==> config.mk <==
export PLATFORM = sky130hd
export DESIGN_NAME = seq_bit_serializer
export DESIGN_NICKNAME = d
export VERILOG_FILES = /design/src/rtl/seq_bit_serializer.sv
export SDC_FILE = /design/constraint.sdc
export NUM_CORES = 1
export LEC_CHECK = 0
export CAP_MARGIN = 0
export CORE_MARGIN = 3
export CORE_UTILIZATION = 45
export CTS_CLUSTER_DIAMETER = 100
export DETAILED_ROUTE_END_ITERATION = 6
export PLACE_DENSITY = 0.71
export SLEW_MARGIN = 20
export SYNTH_ARGS = -nofsm -noshare
export SYNTH_HDL_FRONTEND = slang
export SYNTH_SLANG_ARGS = --single-unit
==> constraint.sdc <==
create_clock -name clk -period 1.9 [get_ports clk]
set_clock_uncertainty 0.2 [all_clocks]
set_input_delay 0.19 -clock clk [delete_from_list [all_inputs] [get_ports clk]]
set_output_delay 0.19 -clock clk [all_outputs]
set_load 0.005 [all_outputs]
==> src/rtl/seq_bit_serializer.sv <==
// Parallel-to-serial front end: WIDTH-bit words in over valid/ready, one bit per clock out on bit_out.
// Latency: accept at edge E0 from IDLE drives bit 0 in the cycle after E0; bit k follows edge E0+k.
// Backpressure: one-word holding register; in_ready drops while it is full, no idle bit between words when GAP=0.
//
// Build option: define SER_LSB_FIRST_EN for LSB-first bit order (default MSB first).
//
// Ports:
//   clk          single clock, rising edge
//   rst          synchronous active-high reset
//   in_data      word to serialize, sampled on accept (in_valid && in_ready)
//   in_valid     in_data is valid
//   in_ready     block can take a word: !rst && !hold_full
//   bit_out      registered serial bit, 0 whenever bit_valid is 0
//   bit_valid    bit_out carries a data bit this cycle
//   frame_start  pulse with the first bit of each word
//   word_done    pulse with the last bit of each word
//   busy         shifting, in the inter-word gap, or holding a word

module seq_bit_serializer #(
  parameter int WIDTH = 8,   // bits per word, 2..32
  parameter int GAP   = 0    // idle cycles after each word, 0..15
) (
  input  logic             clk,
  input  logic             rst,
  input  logic [WIDTH-1:0] in_data,
  input  logic             in_valid,
  output logic             in_ready,
  output logic             bit_out,
  output logic             bit_valid,
  output logic             frame_start,
  output logic             word_done,
  output logic             busy
);

  localparam int CW = $clog2(WIDTH);
  localparam logic [CW-1:0] LAST_IDX   = CW'(WIDTH - 1);
  localparam logic [CW-1:0] PENULT_IDX = CW'(WIDTH - 2);
  localparam logic [3:0]    GAP_INIT   = (GAP > 0) ? 4'(GAP - 1) : 4'd0;

  // Position of the bit that goes out first; the shift register always
  // keeps the bit currently on the wire at this position.
`ifdef SER_LSB_FIRST_EN
  localparam int LEAD = 0;
`else
  localparam int LEAD = WIDTH - 1;
`endif

  typedef enum logic [1:0] {
    S_IDLE  = 2'd0,
    S_SHIFT = 2'd1,
    S_GAP   = 2'd2
  } state_t;

  state_t           state_q, state_d;
  logic [WIDTH-1:0] sreg_q, sreg_d;
  logic [CW-1:0]    cnt_q, cnt_d;
  logic [WIDTH-1:0] hold_q, hold_d;
  logic             hold_full_q, hold_full_d;
  logic [3:0]       gcnt_q, gcnt_d;
  logic             bit_out_q, bit_out_d;
  logic             bit_valid_q, bit_valid_d;
  logic             frame_start_q, frame_start_d;
  logic             word_done_q, word_done_d;

  logic             accept;
  logic             have_next;
  logic             load_word;
  logic             hold_write;
  logic [WIDTH-1:0] next_word;
  logic [WIDTH-1:0] shifted;

  assign in_ready = !rst && !hold_full_q;
  assign accept   = in_valid && in_ready;

  // A word is ready to follow the current one either from the holding
  // register or straight off the input when an accept lands exactly on the
  // word boundary with the hold empty (bypass keeps streams contiguous).
  assign have_next = hold_full_q || accept;
  assign next_word = hold_full_q ? hold_q : in_data;

`ifdef SER_LSB_FIRST_EN
  assign shifted = {1'b0, sreg_q[WIDTH-1:1]};
`else
  assign shifted = {sreg_q[WIDTH-2:0], 1'b0};
`endif

  always_comb begin
    state_d       = state_q;
    sreg_d        = sreg_q;
    cnt_d         = cnt_q;
    hold_d        = hold_q;
    hold_full_d   = hold_full_q;
    gcnt_d        = gcnt_q;
    bit_out_d     = 1'b0;
    bit_valid_d   = 1'b0;
    frame_start_d = 1'b0;
    word_done_d   = 1'b0;
    load_word     = 1'b0;
    hold_write    = 1'b0;

    case (state_q)
      S_IDLE: begin
        // Hold is always empty here, so an accept goes straight to sreg.
        if (accept) begin
          load_word = 1'b1;
        end
      end

      S_SHIFT: begin
        if (cnt_q != LAST_IDX) begin
          cnt_d       = cnt_q + 1'b1;
          sreg_d      = shifted;
          bit_out_d   = shifted[LEAD];
          bit_valid_d = 1'b1;
          word_done_d = (cnt_q == PENULT_IDX);
          hold_write  = accept;
        end else if (GAP == 0) begin
          if (have_next) begin
            load_word = 1'b1;
          end else begin
            state_d = S_IDLE;
          end
        end else begin
          state_d    = S_GAP;
          gcnt_d     = GAP_INIT;
          hold_write = accept;
        end
      end

      S_GAP: begin
        if (gcnt_q == 4'd0) begin
          if (have_next) begin
            load_word = 1'b1;
          end else begin
            state_d = S_IDLE;
          end
        end else begin
          gcnt_d     = gcnt_q - 4'd1;
          hold_write = accept;
        end
      end

      default: begin
        state_d = S_IDLE;
      end
    endcase

    if (hold_write) begin
      hold_d      = in_data;
      hold_full_d = 1'b1;
    end

    // Start a new word: bit 0 goes on the wire at this same edge.
    if (load_word) begin
      state_d       = S_SHIFT;
      sreg_d        = next_word;
      cnt_d         = '0;
      hold_full_d   = 1'b0;
      bit_out_d     = next_word[LEAD];
      bit_valid_d   = 1'b1;
      frame_start_d = 1'b1;
    end
  end

  always_ff @(posedge clk) begin
    if (rst) begin
      state_q       <= S_IDLE;
      sreg_q        <= '0;
      cnt_q         <= '0;
      hold_q        <= '0;
      hold_full_q   <= 1'b0;
      gcnt_q        <= 4'd0;
      bit_out_q     <= 1'b0;
      bit_valid_q   <= 1'b0;
      frame_start_q <= 1'b0;
      word_done_q   <= 1'b0;
    end else begin
      state_q       <= state_d;
      sreg_q        <= sreg_d;
      cnt_q         <= cnt_d;
      hold_q        <= hold_d;
      hold_full_q   <= hold_full_d;
      gcnt_q        <= gcnt_d;
      bit_out_q     <= bit_out_d;
      bit_valid_q   <= bit_valid_d;
      frame_start_q <= frame_start_d;
      word_done_q   <= word_done_d;
    end
  end

  assign bit_out     = bit_out_q;
  assign bit_valid   = bit_valid_q;
  assign frame_start = frame_start_q;
  assign word_done   = word_done_q;
  assign busy        = (state_q != S_IDLE) || hold_full_q;

endmodule

==> metrics, run 1 <==
Root Buffer clkbuf_4; number of global-route vias before repair 779; setup slack, reg-to-reg 90 ps; vias per cell 5.53; largest net degree at the start of global routing 18; Logic pwr share 0.163; Worst Setup Start Kind flip-flop; net switching power 235 uW; Mapped Cells 107; critical path class flip-flop to output pin; die height 55.4 um; min cycle time layout 1840 ps; DP Area 1300 um2; TritonCTS clock tree done; fillcell total 219; clock sink count 24; Setup crit start hold_full_q$_SDFFE_PP0P_; Main synth FF type dfxtp_1; TritonCTS Buffers 3; Reg clk slew, reported paths 130 ps; met1 Resource Use GR 0.181; first-pass iteration count of the detailed router 4; Critical Path End busy; routability cong. 0.755; Hold Buf Count CTS 0; Clock Power Share 0.272; Worst Hold Launch in_data[1]; crit-path cells or2_2 > clkdlybuf4s50_1; Hold Path Class primary input to flip-flop; Clock H-tree levels 1; Inst Count DP 149; Final Hold Vio Count 0; FF+latch count, synth 24; reg2reg start cnt_q[1]$_SDFFE_PP0P_; Layout Nets 141; Post-Layout Cell Count 154; total grt overflow 0; CP required 1510 ps; Yosys Warn Count 0; die area 3070 um2; run status finished, final reports clean; Ports 17; Highest Clock Rate 0.543 GHz; share of layout cells above drive strength 1 0.246; reg2reg path depth 6; CP max FO 7; vias after detailed routing 852; Setup WS pre-CTS 6.01 ps; overall power 972 uW; n_diodes 0; drt first-iter violations 20; register area share after synthesis 0.437; crit path DAT 1450 ps; library cells used by synthesis 29; Net Sw Frac 0.242; GRT busiest layer met2; synthesized area 1100 um2; cell internal pwr 737 uW; Setup crit end kind output pin; EDFF count, synth 0; number of core rows 17; critical path's slowest cell clkdlybuf4s50_1; core area 2250 um2; Mapped Nets 121; final worst slack 58.9 ps; number of nets still failing antenna checks after routing 0; Max stage delay on crit path 460 ps; Async S/R FF share, synth 0; worst vdd ir 0.000429 V; HPWL Detailed 1.52 mm; clk buf depth 2; wire per inst 14.1 um; sequential power share 0.565; global-route wire length before repair 3.46 mm; Max Cap Viol 0; Die Width 55.4 um; setup TNS 0 ps; routed wire length 2.17 mm; Worst-Margin Slew 439 ps; GRT met3 Usage 0.0280; Layout Area Growth over Synthesis 24.8%; GR Layer Usage met2 0.225; period utilisation layout 0.969; gr usage total 0.139; leakage power 0.000519 uW; initial core utilization 0.487; R2R Path End sreg_q[6]$_SDFFE_PP0P_; fin. max-slew vios 0; Avg Cell Area, Syn 10.3 um2; count of input and output buffers 16; DRC 0; pwr/cell area 709 nW/um2; antenna violations before repair 0; Hold Path Stages 2; Rel. slew slack 0.701; Skew-Pair Late Insertion Delay 310 ps; cell area after layout 1370 um2; final setup fails 0
synthesized netlist by cell type (2+ instances only):
master,count,area share
dfxtp_1,24,0.44
a21oi_1,10,0.046
nand2b_1,9,0.051
a31o_2,7,0.056
mux2i_1,7,0.064
nor2_1,7,0.024
a221o_1,6,0.055
nor4_1,6,0.034
buf_2,5,0.023
ha_1,3,0.034
nor2b_1,3,0.017
a22o_1,2,0.016
mux2_2,2,0.020
power groups by stage:
stage          Combinational [uW]  Clock, uW  Sequential [uW]
2_1_floorplan                95.4          0              555
3_3_place_gp                  149          0              559
3_5_place_dp                  151          0              559
4_1_cts                       151        282              549
5_1_grt                       174        304              553
6_report                      158        264              549
worst min-delay path by stage:
stage	endpoint
2_1_floorplan	hold_q[7]$_SDFFE_PP0P_
3_3_place_gp	sreg_q[0]$_SDFFE_PP0P_
3_5_place_dp	sreg_q[0]$_SDFFE_PP0P_
4_1_cts	hold_q[1]$_SDFFE_PP0P_
5_1_grt	hold_q[2]$_SDFFE_PP0P_
6_report	hold_q[1]$_SDFFE_PP0P_
state kept, by name, indices dropped and copies added (netlist names):
register     flops
sreg_q           7
word_done        1
bit_out          1
hold_full_q      1
bit_valid        1
hold_q           8
cnt_q            3
frame_start      1
state_q          1
through the flow:
step / hold slack (ps) / util
5_1_grt: 285 / 0.608
3_5_place_dp: 274 / 0.575
2_1_floorplan: 124 / -
6_report: 304 / 0.608
4_1_cts: 290 / 0.592
3_3_place_gp: 268 / 0.575
critical path, delay by kind of cell (launching register included):
kind / cells / cell delay, ps
buf+inv: 1 / 460
flops: 1 / 390
simple gates: 1 / 290
routing by layer:
layer  part of all wire  routed length (um)
met4             0.0083                  18
met3              0.024                  52
met2               0.48                1040
met5                  0                   0
met1               0.49                1060
timing repair:
action / CTS / global route
gates resized for setup: 1 / 8
setup endpoints to repair: 1 / 18
hold endpoints to repair: 0 / 0
setup buffers: 0 / 1
pin swaps: 0 / 0
layout by cell type (no fill, tap or decap), types with 3 or more instances in the layout:
| cell type | count |
|---|---|
| nor2b_1 | 3 |
| a21oi_1 | 10 |
| nor4_1 | 5 |
| a221o_1 | 6 |
| clkbuf_4 | 3 |
| mux2i_1 | 7 |
| nand2b_1 | 9 |
| buf_4 | 7 |
| clkdlybuf4s50_1 | 16 |
| dfxtp_1 | 21 |
| a31o_2 | 7 |
| nor2_1 | 7 |
logic make-up after synthesis:
| family | share of synthesized area |
|---|---|
| flops | 0.437 |
| buf+inv | 0.0547 |
| simple gates | 0.164 |
| compound gates | 0.205 |
| mux | 0.0968 |
| fa+ha+maj | 0.0342 |
| xor+xnor | 0.00797 |
area by class of cell:
| class | count | area, um2 | area share |
|---|---|---|---|
| clock buffers | 4 | 36.3 | 0.0265 |
| inverters | 1 | 3.75 | 0.00274 |
| multi-input cells | 72 | 574 | 0.419 |
| flip-flops and latches | 24 | 487 | 0.355 |
| well taps | 28 | 35.0 | 0.0255 |
| repair buffers | 25 | 235 | 0.172 |
(Power assumes the default switching activity.)
==> inputs of run 2 (changes only) <==
--- a/config.mk
+++ b/config.mk
@@ -7,10 +7,9 @@
 export LEC_CHECK = 0
 export CAP_MARGIN = 0
 export CORE_MARGIN = 3
-export CORE_UTILIZATION = 45
+export CORE_UTILIZATION = 40
 export CTS_CLUSTER_DIAMETER = 100
 export DETAILED_ROUTE_END_ITERATION = 6
-export PLACE_DENSITY = 0.71
 export SLEW_MARGIN = 20
 export SYNTH_ARGS = -nofsm -noshare
 export SYNTH_HDL_FRONTEND = slang
==> run 2 against run 1 <==
Against the previous run: wire length is 2.3% lower; register-to-register slack hardly changed; via count decreased by 1.3%; final cell count up 0.65%; sequential cell count stayed put; setup slack better by 16 ps; sequential share of layout area is 0.083 points higher; critical path type unchanged.
==> metrics, run 2 (synthesis gave the netlist of run 1 again) <==
R2R Path End hold_q[3]$_SDFFE_PP0P_; most frequent cells in the layout 22 x dfxtp_1, 16 x clkdlybuf4s50_1, 10 x a21oi_1; postcts setup bufs 0 (unchanged); total grt overflow 0 (unchanged); worst vdd ir 0.000529 V (+23%); pwr/cell area 680 nW/um2 (-4.0%); Top Registers hold_q (8), sreg_q (7), cnt_q (3); share of layout cells above drive strength 1 0.232 (-0.0140); Layout Area Growth over Synthesis 23.6%; critical path class flip-flop to output pin; CP required 1510 ps (about the same); routability cong. 0.718 (-4.9%); run status finished, final reports clean; reg2reg start cnt_q[0]$_SDFFE_PP0P_; core area 2540 um2 (+13%); crit-path cells or2_2 > clkdlybuf4s50_1; leakage power 0.000512 uW (-1.4%); unrepaired setup endpoints after global routing false; count of input and output buffers 16 (unchanged); Setup crit end kind output pin; Worst Hold Endpoint sreg_q[0]$_SDFFE_PP0P_; fin. max-slew vios 0 (unchanged); crit path DAT 1440 ps (about the same); Clock H-tree levels 1 (unchanged); Largest delay share family, worst path buffers and inverters; Hold Buf Count CTS 0 (unchanged); drt first-iter violations 40 (+100%); Root Buffer clkbuf_4; critical path's slowest cell clkdlybuf4s50_1; Reg clk slew, reported paths 120 ps (about the same); Worst-Margin Slew 449 ps (+10.2 ps); global-route wire length before repair 3.71 mm (+7.2%); Worst Setup Start Kind flip-flop; Highest Clock Rate 0.548 GHz (+0.87%); gr usage total 0.142 (+0.00365); Rel. slew slack 0.694 (-0.00691); Skew-Pair Late Insertion Delay 310 ps (about the same); setup TNS 0 ps (unchanged); clk buf depth 2 (unchanged); number of global-route vias before repair 817 (+4.9%); most common cell after layout, fill and taps aside dfxtp_1; Final Hold Vio Count 0 (unchanged); Reg with most FFs hold_q; HPWL Detailed 1.58 mm (+3.8%); largest net degree at the start of global routing 18 (unchanged); DRC 0 (unchanged); max reg flops 8 (unchanged); die height 58.4 um (+5.4%); Crit path buffers/inverters 1 (unchanged); period utilisation layout 0.961 (-0.00835); TritonCTS Buffers 3 (unchanged); clock sink count 24 (unchanged); routed wire length 2.13 mm (-2.3%); reg2reg path depth 6 (unchanged); Ports 17 (unchanged); Hold Path Class flip-flop to flip-flop; Max Cap Viol 0 (unchanged); vias per cell 5.43 (-1.9%); Max stage delay on crit path 440 ps (-20 ps); die area 3410 um2 (+11%); Layout Nets 141 (unchanged); number of nets still failing antenna checks after routing 0 (unchanged); Die Width 58.4 um (+5.4%); vias after detailed routing 841 (-1.3%); min cycle time layout 1830 ps (-15.9 ps); TritonCTS clock tree done; antenna violations before repair 0 (unchanged); number of core rows 18 (+1); Hold Path Stages 1 (-1); Worst Hold Launch sreg_q[0]$_SDFFE_PP0P_; CP max FO 7 (unchanged); wire per inst 13.7 um (-2.9%); worst hold margin 299 ps (-4.98 ps); initial core utilization 0.432 (-0.0556); final setup fails 0 (unchanged); setup slack, reg-to-reg 100 ps (about the same); n_diodes 0 (unchanged); first-pass iteration count of the detailed router 4 (unchanged)
-- run 2: changes by cell type in the layout (fill, tap and decap cells not counted) --
| cell | delta |
|---|---|
| buf_12 | +1 |
| buf_4 | +1 |
| buf_6 | -2 |
| clkbuf_8 | -1 |
| dfxtp_1 | +1 |
| dfxtp_4 | -1 |
| nor2b_1 | -1 |
| nor2b_2 | +1 |
| nor4_1 | +1 |
| nor4_2 | -1 |
-- run 2: how the worst max path moves through the flow --
stage | startpoint | endpoint | cells after the start | slack (ps)
after floorplan | cnt_q[0]$_SDFFE_PP0P_ | hold_q[7]$_SDFFE_PP0P_ | 6 | 80
after global placement | cnt_q[0]$_SDFFE_PP0P_ | sreg_q[6]$_SDFFE_PP0P_ | 6 | 60
after global routing | cnt_q[1]$_SDFFE_PP0P_ | sreg_q[3]$_SDFFE_PP0P_ | 6 | 0.9
final | hold_full_q$_SDFFE_PP0P_ | busy | 2 | 70
after detailed placement | rst | hold_q[3]$_SDFFE_PP0P_ | 5 | 30
after CTS | cnt_q[0]$_SDFFE_PP0P_ | sreg_q[4]$_SDFFE_PP0P_ | 6 | 20
-- run 2: layout make-up --
type / count / area [um2]
clock buffers: 3 / 22.5
fillers: 234 / 1190
inverters: 1 / 3.75
multi-input cells: 72 / 571
flip-flops and latches: 24 / 483
well taps: 30 / 37.5
repair buffers: 25 / 240
-- run 2: repair_timing --
action	4_1_cts	5_1_grt
setup endpoints to repair	1	20
hold endpoints to repair	0	0
gates resized for setup	1	4
pin swaps	0	0
-- run 2: stage by stage --
stage / worst slack, ps / total power, uW / area (um2) / std cells / util
floorplan: 76.0 / 650 / 1100 / 107 / -
global placement: 64.5 / 715 / 1320 / 152 / 0.519
detailed placement: 34.3 / 719 / 1320 / 152 / 0.519
CTS: 18.6 / 934 / 1340 / 155 / 0.528
global route: 0.913 / 977 / 1360 / 155 / 0.533
finish: 74.8 / 924 / 1360 / 155 / 0.533
-- run 2: layer usage --
layer	vias up	share of wire	track usage
li1	432	-	-
met1	389	0.49	0.205
met2	18	0.46	0.207
met3	2	0.045	0.0395
met4	0	0.0071	0.0397
met5	-	0	0
-- run 2: worst register-to-register path: stages, from the launching register on --
cell	delay (ps)
dfxtp_2	360
ha_1	200
ha_2	210
nor4b_4	270
buf_12	180
a21oi_1	70
a31o_2	220
-- run 2: power breakdown --
part	internal, uW	switching [uW]
sequential	531	17.7
combinational	91.9	68.9
clock	74.0	140
total	697	226
